==> src/rtl/vim828_text_writer_if.sv <==
`default_nettype none
// ============================================================================
// Module      : vim828_text_writer_if
// Description : Byte-stream valid/ready handshake into the VIM828 text writer.
//               The source drives Data_i/Valid_i and the writer drives Ready_o.
// Revision    : 1.0 - initial release
// ============================================================================
interface vim828_text_writer_if;
    logic [7:0] Data_i;
    logic       Valid_i;
    logic       Ready_o;

    modport master (output Data_i, output Valid_i, input Ready_o);
    modport slave  (input Data_i, input Valid_i, output Ready_o);
endinterface
`default_nettype wire

==> src/rtl/vim828_text_writer.sv <==
`default_nettype none
// ============================================================================
// Module      : vim828_text_writer
// Description : ASCII character stream to eight 14-segment bitmaps plus
//               decimal points for the VIM828 LCD driver. Eight-position text
//               buffer with cursor, clear/home/backspace control codes, and a
//               wrap or scroll end-of-line policy selected by SCROLL.
// Revision    : 1.0 - initial release
// ============================================================================
// Segment bit order NMLK_JIHGF_EDCBA (bit0 = A):
//   A top, B upper right, C lower right, D bottom, E lower left, F upper left,
//   G left middle bar, H right middle bar, I upper-left diagonal,
//   J upper vertical, K upper-right diagonal, L lower-right diagonal,
//   M lower vertical, N lower-left diagonal.
// Internally position 0 is the leftmost digit (Segments7_o).
module vim828_text_writer #(
    parameter int SCROLL = 1
) (
    input  logic                    Clock,
    input  logic                    Reset,
    vim828_text_writer_if.slave     bus,
    output logic [13:0]             Segments7_o,
    output logic [13:0]             Segments6_o,
    output logic [13:0]             Segments5_o,
    output logic [13:0]             Segments4_o,
    output logic [13:0]             Segments3_o,
    output logic [13:0]             Segments2_o,
    output logic [13:0]             Segments1_o,
    output logic [13:0]             Segments0_o,
    output logic [7:0]              DecimalPoints_o,
    output logic                    Changed_o
);

    localparam logic [7:0] c_CH_DOT   = 8'h2E;
    localparam logic [7:0] c_CH_CLEAR = 8'h0C;
    localparam logic [7:0] c_CH_HOME  = 8'h0D;
    localparam logic [7:0] c_CH_BKSP  = 8'h08;

    typedef enum logic [0:0] {
        IDLE = 1'b0,
        EXEC = 1'b1
    } state_t;

    state_t      r_state;
    state_t      w_state_next;
    logic        r_ready;
    logic [7:0]  r_byte;
    logic [13:0] r_seg [8];
    logic [7:0]  r_dp;
    logic [3:0]  r_cursor;
    logic        r_dot_allowed;

    logic [13:0] w_seg [8];
    logic [7:0]  w_dp;
    logic [3:0]  w_cursor;
    logic        w_dot_allowed;
    logic        w_changed;
    logic        w_do_write;
    logic [13:0] w_pattern;
    logic        w_pattern_dp;
    logic [3:0]  w_pos;
    logic [2:0]  w_prev;

    // 14-segment font; lowercase letters fold onto uppercase
    function automatic logic [13:0] f_font(input logic [7:0] ch);
        logic [7:0] u;
        u = (ch >= 8'h61 && ch <= 8'h7A) ? (ch - 8'h20) : ch;
        case (u)
            8'h2D: f_font = 14'h00C0; // '-'
            8'h30: f_font = 14'h243F;
            8'h31: f_font = 14'h0006;
            8'h32: f_font = 14'h00DB;
            8'h33: f_font = 14'h008F;
            8'h34: f_font = 14'h00E6;
            8'h35: f_font = 14'h00ED;
            8'h36: f_font = 14'h00FD;
            8'h37: f_font = 14'h0007;
            8'h38: f_font = 14'h00FF;
            8'h39: f_font = 14'h00EF;
            8'h41: f_font = 14'h00F7;
            8'h42: f_font = 14'h128F;
            8'h43: f_font = 14'h0039;
            8'h44: f_font = 14'h120F;
            8'h45: f_font = 14'h0079;
            8'h46: f_font = 14'h0071;
            8'h47: f_font = 14'h00BD;
            8'h48: f_font = 14'h00F6;
            8'h49: f_font = 14'h1209;
            8'h4A: f_font = 14'h001E;
            8'h4B: f_font = 14'h0C70;
            8'h4C: f_font = 14'h0038;
            8'h4D: f_font = 14'h0536;
            8'h4E: f_font = 14'h0936;
            8'h4F: f_font = 14'h003F;
            8'h50: f_font = 14'h00F3;
            8'h51: f_font = 14'h083F;
            8'h52: f_font = 14'h08F3;
            8'h53: f_font = 14'h00ED;
            8'h54: f_font = 14'h1201;
            8'h55: f_font = 14'h003E;
            8'h56: f_font = 14'h2430;
            8'h57: f_font = 14'h2836;
            8'h58: f_font = 14'h2D00;
            8'h59: f_font = 14'h1500;
            8'h5A: f_font = 14'h2409;
            default: f_font = 14'h0000;
        endcase
    endfunction

    // Next state, next buffer/cursor and change detection for the latched byte
    always_comb begin
        w_state_next  = r_state;
        w_seg         = r_seg;
        w_dp          = r_dp;
        w_cursor      = r_cursor;
        w_dot_allowed = r_dot_allowed;
        w_changed     = 1'b0;
        w_do_write    = 1'b0;
        w_pattern     = 14'h0000;
        w_pattern_dp  = 1'b0;
        w_pos         = r_cursor;
        w_prev        = r_cursor[2:0] - 3'd1;

        case (r_state)
            IDLE: begin
                if (bus.Valid_i && r_ready) begin
                    w_state_next = EXEC;
                end
            end
            EXEC: begin
                w_state_next = IDLE;
                if (r_byte == c_CH_DOT) begin
                    // A dot attaches to the previous character once; otherwise
                    // it occupies a blank position of its own.
                    if (r_dot_allowed && (r_cursor != 4'd0)) begin
                        w_dp[w_prev] = 1'b1;
                    end else begin
                        w_do_write   = 1'b1;
                        w_pattern_dp = 1'b1;
                    end
                    w_dot_allowed = 1'b0;
                end else if (r_byte >= 8'h20 && r_byte <= 8'h7E) begin
                    w_do_write    = 1'b1;
                    w_pattern     = f_font(r_byte);
                    w_dot_allowed = 1'b1;
                end else begin
                    w_dot_allowed = 1'b0;
                    case (r_byte)
                        c_CH_CLEAR: begin
                            for (int i = 0; i < 8; i++) begin
                                w_seg[i] = 14'h0000;
                            end
                            w_dp     = 8'h00;
                            w_cursor = 4'd0;
                        end
                        c_CH_HOME: w_cursor = 4'd0;
                        c_CH_BKSP: begin
                            if (r_cursor != 4'd0) begin
                                w_cursor = r_cursor - 4'd1;
                            end
                        end
                        default: ;
                    endcase
                end

                if (w_do_write) begin
                    // Cursor 8 is past the end: scroll left or wrap first
                    if (r_cursor == 4'd8) begin
                        if (SCROLL != 0) begin
                            for (int i = 0; i < 7; i++) begin
                                w_seg[i] = r_seg[i+1];
                                w_dp[i]  = r_dp[i+1];
                            end
                            w_seg[7] = 14'h0000;
                            w_dp[7]  = 1'b0;
                            w_pos    = 4'd7;
                        end else begin
                            w_pos = 4'd0;
                        end
                    end
                    w_seg[w_pos[2:0]] = w_pattern;
                    w_dp[w_pos[2:0]]  = w_pattern_dp;
                    w_cursor          = w_pos + 4'd1;
                end

                w_changed = (w_dp != r_dp);
                for (int i = 0; i < 8; i++) begin
                    if (w_seg[i] != r_seg[i]) begin
                        w_changed = 1'b1;
                    end
                end
            end
            default: w_state_next = IDLE;
        endcase
    end

    // State, handshake, byte latch and display buffer registers
    always_ff @(posedge Clock) begin
        if (Reset) begin
            r_state       <= IDLE;
            r_ready       <= 1'b0;
            r_byte        <= 8'h00;
            r_dp          <= 8'h00;
            r_cursor      <= 4'd0;
            r_dot_allowed <= 1'b0;
            Changed_o     <= 1'b0;
            for (int i = 0; i < 8; i++) begin
                r_seg[i] <= 14'h0000;
            end
        end else begin
            r_state       <= w_state_next;
            r_ready       <= (w_state_next == IDLE);
            if (r_state == IDLE && bus.Valid_i && r_ready) begin
                r_byte <= bus.Data_i;
            end
            r_seg         <= w_seg;
            r_dp          <= w_dp;
            r_cursor      <= w_cursor;
            r_dot_allowed <= w_dot_allowed;
            Changed_o     <= w_changed;
        end
    end

    assign bus.Ready_o     = r_ready;
    assign Segments7_o     = r_seg[0];
    assign Segments6_o     = r_seg[1];
    assign Segments5_o     = r_seg[2];
    assign Segments4_o     = r_seg[3];
    assign Segments3_o     = r_seg[4];
    assign Segments2_o     = r_seg[5];
    assign Segments1_o     = r_seg[6];
    assign Segments0_o     = r_seg[7];
    assign DecimalPoints_o = {r_dp[0], r_dp[1], r_dp[2], r_dp[3],
                              r_dp[4], r_dp[5], r_dp[6], r_dp[7]};

endmodule
`default_nettype wire

==> src/flat_wrapper.sv <==
// flat-port wrapper written by rule: the top's interface ports become plain ports
module vim828_text_writer_flat 
#(
    parameter int SCROLL = 1
)
  (Clock, Reset, Segments7_o, Segments6_o, Segments5_o, Segments4_o, Segments3_o, Segments2_o, Segments1_o, Segments0_o, DecimalPoints_o, Changed_o, bus_Data_i, bus_Valid_i, bus_Ready_o);
  vim828_text_writer_if bus_i ();
  input  logic Clock;
  input  logic Reset;
  output logic [13:0] Segments7_o;
  output logic [13:0] Segments6_o;
  output logic [13:0] Segments5_o;
  output logic [13:0] Segments4_o;
  output logic [13:0] Segments3_o;
  output logic [13:0] Segments2_o;
  output logic [13:0] Segments1_o;
  output logic [13:0] Segments0_o;
  output logic [7:0] DecimalPoints_o;
  output logic Changed_o;
  input wire logic [$bits(bus_i.Data_i)-1:0] bus_Data_i;
  input wire logic [$bits(bus_i.Valid_i)-1:0] bus_Valid_i;
  output wire logic [$bits(bus_i.Ready_o)-1:0] bus_Ready_o;
  assign bus_i.Data_i = bus_Data_i;
  assign bus_i.Valid_i = bus_Valid_i;
  assign bus_Ready_o = bus_i.Ready_o;
  vim828_text_writer #(.SCROLL(SCROLL)) u_core (.Clock(Clock), .Reset(Reset), .bus(bus_i), .Segments7_o(Segments7_o), .Segments6_o(Segments6_o), .Segments5_o(Segments5_o), .Segments4_o(Segments4_o), .Segments3_o(Segments3_o), .Segments2_o(Segments2_o), .Segments1_o(Segments1_o), .Segments0_o(Segments0_o), .DecimalPoints_o(DecimalPoints_o), .Changed_o(Changed_o));
endmodule
==> config.mk <==
export PLATFORM = sky130hd
export DESIGN_NAME = vim828_text_writer_flat
export DESIGN_NICKNAME = d
export VERILOG_FILES = /design/src/rtl/vim828_text_writer_if.sv /design/src/rtl/vim828_text_writer.sv /design/src/flat_wrapper.sv
export SDC_FILE = /design/constraint.sdc
export NUM_CORES = 1
export LEC_CHECK = 0
export ABC_AREA = 1
export BUFFER_PORTS_ARGS = -buffer_cell sky130_fd_sc_hd__buf_2
export CAP_MARGIN = 20
export CORE_MARGIN = 2
export CORE_UTILIZATION = 44
export CTS_CLUSTER_DIAMETER = 120
export DETAILED_ROUTE_END_ITERATION = 16
export PLACE_DENSITY = 0.69
export SETUP_SLACK_MARGIN = 0.5
export SLEW_MARGIN = 0
export SYNTH_ARGS = -nofsm -noshare
export SYNTH_HDL_FRONTEND = slang
export SYNTH_SLANG_ARGS = --single-unit
export TNS_END_PERCENT = 30
==> constraint.sdc <==
create_clock -name Clock -period 2.5 [get_ports Clock]
set_clock_uncertainty 0.05 [all_clocks]
set_input_delay 0.5 -clock Clock [delete_from_list [all_inputs] [get_ports Clock]]
set_output_delay 0.5 -clock Clock [all_outputs]
set_load 0.01 [all_outputs]
==> flow_metrics.tcl <==
set metrics [dict create \
    avgSynthCellArea_sq_um 5.64 \
    grt_pass1_vias 16600 \
    synth-seq-area-share 0.215 \
    grt_pass1_wl_mm 96.2 \
    path_cells "inv_6 -> ha_4 -> inv_4 -> nor2_4 -> a31oi_4 -> nand2_4 -> nand2_4 -> buf_4 -> nand2_2 -> nor2_4 -> nand2_4 -> buf_6 -> nand2_1 -> nand3_2 -> nand3_2 -> nand2_1 -> nor2_1 -> nand2_1 -> nor2_2 -> nand2_1 -> nor2_1 -> nand3_1 -> nand2_1 -> inv_1" \
    antenna_found_initial 1 \
    die_x_um 174 \
    ff2ff_path_depth 24 \
    cp-endpoint "u_core.Changed_o$_SDFF_PP0_" \
    cp_max_fo 7 \
    synth_top_area_cell "dfxtp_1" \
    placed_cell_area_sq_um 17000 \
    core-area_sq_um 28500 \
    period_minus_slack_ns 3.05 \
    grt_max_degree 91 \
    violations "negative setup slack" \
    ant_nets 0 \
    path_class "reg2reg" \
    path_clk_slew_ns 0.07 \
    clock_latency_ns 0.46 \
    worst_pin_slew_ns 0.570 \
    ys_types 39 \
    cp_slowest_cell "dfxtp_4" \
    slew_headroom 0.619 \
    wl_per_cell_um 20.7 \
    nets 2750 \
    synth_common_cells "nand2_1 (577), nand3_1 (435), inv_1 (271)" \
    intPower_mw 4.82 \
    dieHeight_um 174 \
    wirelength_mm 64.8 \
    clk_path_buf_depth 2 \
    peakVddDrop_mv 0.446 \
    fp-row-count 62 \
    drcViolationCount 0 \
    synth_edf_count 0 \
    min_path_type "in2reg" \
    drt_first_pass_iters 8 \
    p_sw_frac 0.378 \
    startpoint_type "flop" \
    start_util 0.444 \
    drv_cap 0 \
    synth_area_leaders "dfxtp_1 (21%), nand3_1 (17%), nand2_1 (17%)" \
    route.vias.total 18400 \
    place_hpwl_mm 46.7 \
    rr_endpoint "u_core.Changed_o$_SDFF_PP0_" \
    netlist.area_leader.share 0.215 \
    avgViaCountPerCell 5.89 \
    numClockSinks 136 \
    ys.flop_type "dfxtp_1" \
    syn_inst 2248 \
    first_iter_violations 2428 \
    gr-usage-all-layers 0.411 \
    p_leak_nw 9.12 \
    setup_violations 21 \
    diodes 0 \
    globalRouteOverflowTotal 0 \
    root_buffer "clkbuf_16" \
    slew_viol_final 0 \
    reg2reg_slack_ns -0.55 \
    timing.setup.tns_ns -1.85 \
    crit_path_frequent_cell "nand2_1" \
    synthArstFlopShare 0 \
    worstSetupEndpointType "flop" \
    seq_power_share 0.318 \
    io_buffers 132 \
    power.density_nw_per_um2 397 \
    ios 133 \
    r2r-start "u_core.r_byte[0]$_SDFFE_PP0P_" \
    fillers 2552 \
    arrival_ns 3.36 \
    status "complete, but fails checks" \
    hold_violations 0 \
    finalCritPeriodShare 1.22 \
    yosys_register_bits 136 \
    synth_most_common_cell "nand2_1" \
    syn_area_sq_um 12700 \
    die-area_sq_um 30200 \
    cpPeakStageDelay_ns 0.38 \
    p_comb_frac 0.356 \
    syn_to_final_growth_pct 53.7 \
    synth_nets 2271 \
    post-route-cell-area_sq_um 19500 \
    rsz0062_at_grt "true" \
    cts_tree "yes" \
    numCtsBuffers 17 \
    drive_gt1_frac 0.345 \
    crit_start "u_core.r_byte[0]$_SDFFE_PP0P_" \
    clock.fmax_ghz 0.328 \
    final.setup.worst_slack_ns -0.549 \
    finalWeightedCongestion 1.03 \
    power.switching_mw 2.93 \
    htreeDepth 4 \
    yosys_warnings 0 \
    crit_required_ns 2.81 \
    p_clk_frac 0.326 \
]
-- layout make-up --
type | count | area [sq um] | area share
repair buffers | 601 | 4920 | 0.252
flip-flops and latches | 136 | 2750 | 0.141
multi-input cells | 1683 | 9680 | 0.496
clock inverters | 9 | 76.3 | 0.00392
clock buffers | 21 | 470 | 0.0241
inverters | 288 | 1120 | 0.0576
well taps | 384 | 480 | 0.0246
-- worst max-delay path, delay by kind of cell, from the launching register on --
family	cells	cell delay [ns]
AOI/OAI and AO/OA	1	0.27
adders and majority gates	1	0.17
and+or+nand+nor	17	1.65
buffers and inverters	5	0.42
DFF	1	0.38
-- repair_timing --
item,in CTS,in global routing
hold buffers,0,0
endpoints found under the setup margin,125,125
buffers inserted,21,19
pin swaps,64,63
gates cloned,2,1
gates resized for setup,249,165
-- placed cells by master (no fill, tap or decap), types with 46 or more instances in the layout --
cell type | synthesis | final
a21oi_1 | 109 | 96
buf_2 | 35 | 132
buf_4 | 4 | 373
buf_6 | 7 | 54
dfxtp_1 | 136 | 126
inv_1 | 271 | 262
nand2_1 | 577 | 477
nand2_2 | 12 | 68
nand3_1 | 435 | 368
nand3_2 | 11 | 62
nor2_1 | 136 | 108
o211ai_1 | 103 | 103
o21ai_0 | 140 | 99
o21ai_1 | 14 | 46
-- power by group through the flow --
| stage | Combinational (mW) | Clock (mW) | Sequential (mW) |
|---|---|---|---|
| final | 2.76 | 2.53 | 2.46 |
| after global routing | 2.93 | 2.61 | 2.47 |
| after CTS | 2.53 | 2.54 | 2.45 |
| after detailed placement | 2.30 | 0 | 2.50 |
| after global placement | 2.28 | 0 | 2.49 |
| after floorplan | 1.24 | 0 | 2.48 |
-- flip-flops by register name, indices dropped and copies added (netlist names) --
name                  flops
u_core.Segments1_o       14
u_core.r_dp               8
u_core.Segments4_o       14
u_core.Segments3_o       14
u_core.Segments6_o       14
u_core.Changed_o          1
u_core.bus.Ready_o        1
u_core.r_byte             8
u_core.Segments5_o       14
u_core.Segments2_o       14
u_core.Segments0_o       14
u_core.r_state            1
u_core.Segments7_o       14
u_core.r_dot_allowed      1
u_core.r_cursor           4
-- kinds of logic (layout without fill, tap and decap cells) --
family / count (synthesis) / after routing / synth area share
simple gates: 1245 / 1246 / 0.439
buf+inv: 430 / 919 / 0.136
compound gates: 422 / 422 / 0.197
flops: 136 / 136 / 0.215
fa+ha+maj: 12 / 12 / 0.0118
xor+xnor: 3 / 3 / 0.00207
-- metrics by stage --
| stage | instances | utilization | worst slack [ns] | total power, mW | hold WS (ns) |
|---|---|---|---|---|---|
| floorplan | 2248 | - | 0.00919 | 3.72 | 0.441 |
| global placement | 3049 | 0.595 | -0.852 | 4.78 | 0.463 |
| detailed placement | 3049 | 0.595 | -0.856 | 4.79 | 0.478 |
| CTS | 3102 | 0.655 | -0.496 | 7.52 | 0.181 |
| global route | 3122 | 0.683 | -0.687 | 8.01 | 0.196 |
| finish | 3122 | 0.683 | -0.549 | 7.74 | 0.191 |
-- layer usage --
metal  track usage  up-vias  part of all wire
met5             0        -                 0
li1              -     8511                 -
met3        0.0838      268              0.11
met2         0.638     1203              0.44
met1         0.542     8407              0.39
met4         0.208        0             0.057
-- worst min-delay path by stage --
| stage | startpoint | end | slack, ns | cells past startpoint |
|---|---|---|---|---|
| final | bus_Data_i[4] | u_core.r_byte[4]$_SDFFE_PP0P_ | 0.19 | 3 |
| after floorplan | u_core.r_dot_allowed$_SDFFE_PP0P_ | u_core.r_dot_allowed$_SDFFE_PP0P_ | 0.44 | 2 |
| after global routing | bus_Data_i[7] | u_core.r_byte[7]$_SDFFE_PP0P_ | 0.20 | 3 |
| after detailed placement | u_core.Segments6_o[2]$_SDFFE_PP0P_ | u_core.Segments6_o[2]$_SDFFE_PP0P_ | 0.48 | 2 |
| after CTS | bus_Data_i[4] | u_core.r_byte[4]$_SDFFE_PP0P_ | 0.18 | 3 |
| after global placement | u_core.r_dot_allowed$_SDFFE_PP0P_ | u_core.r_dot_allowed$_SDFFE_PP0P_ | 0.46 | 2 |
No activity file was read; power rests on OpenSTA's default activity.
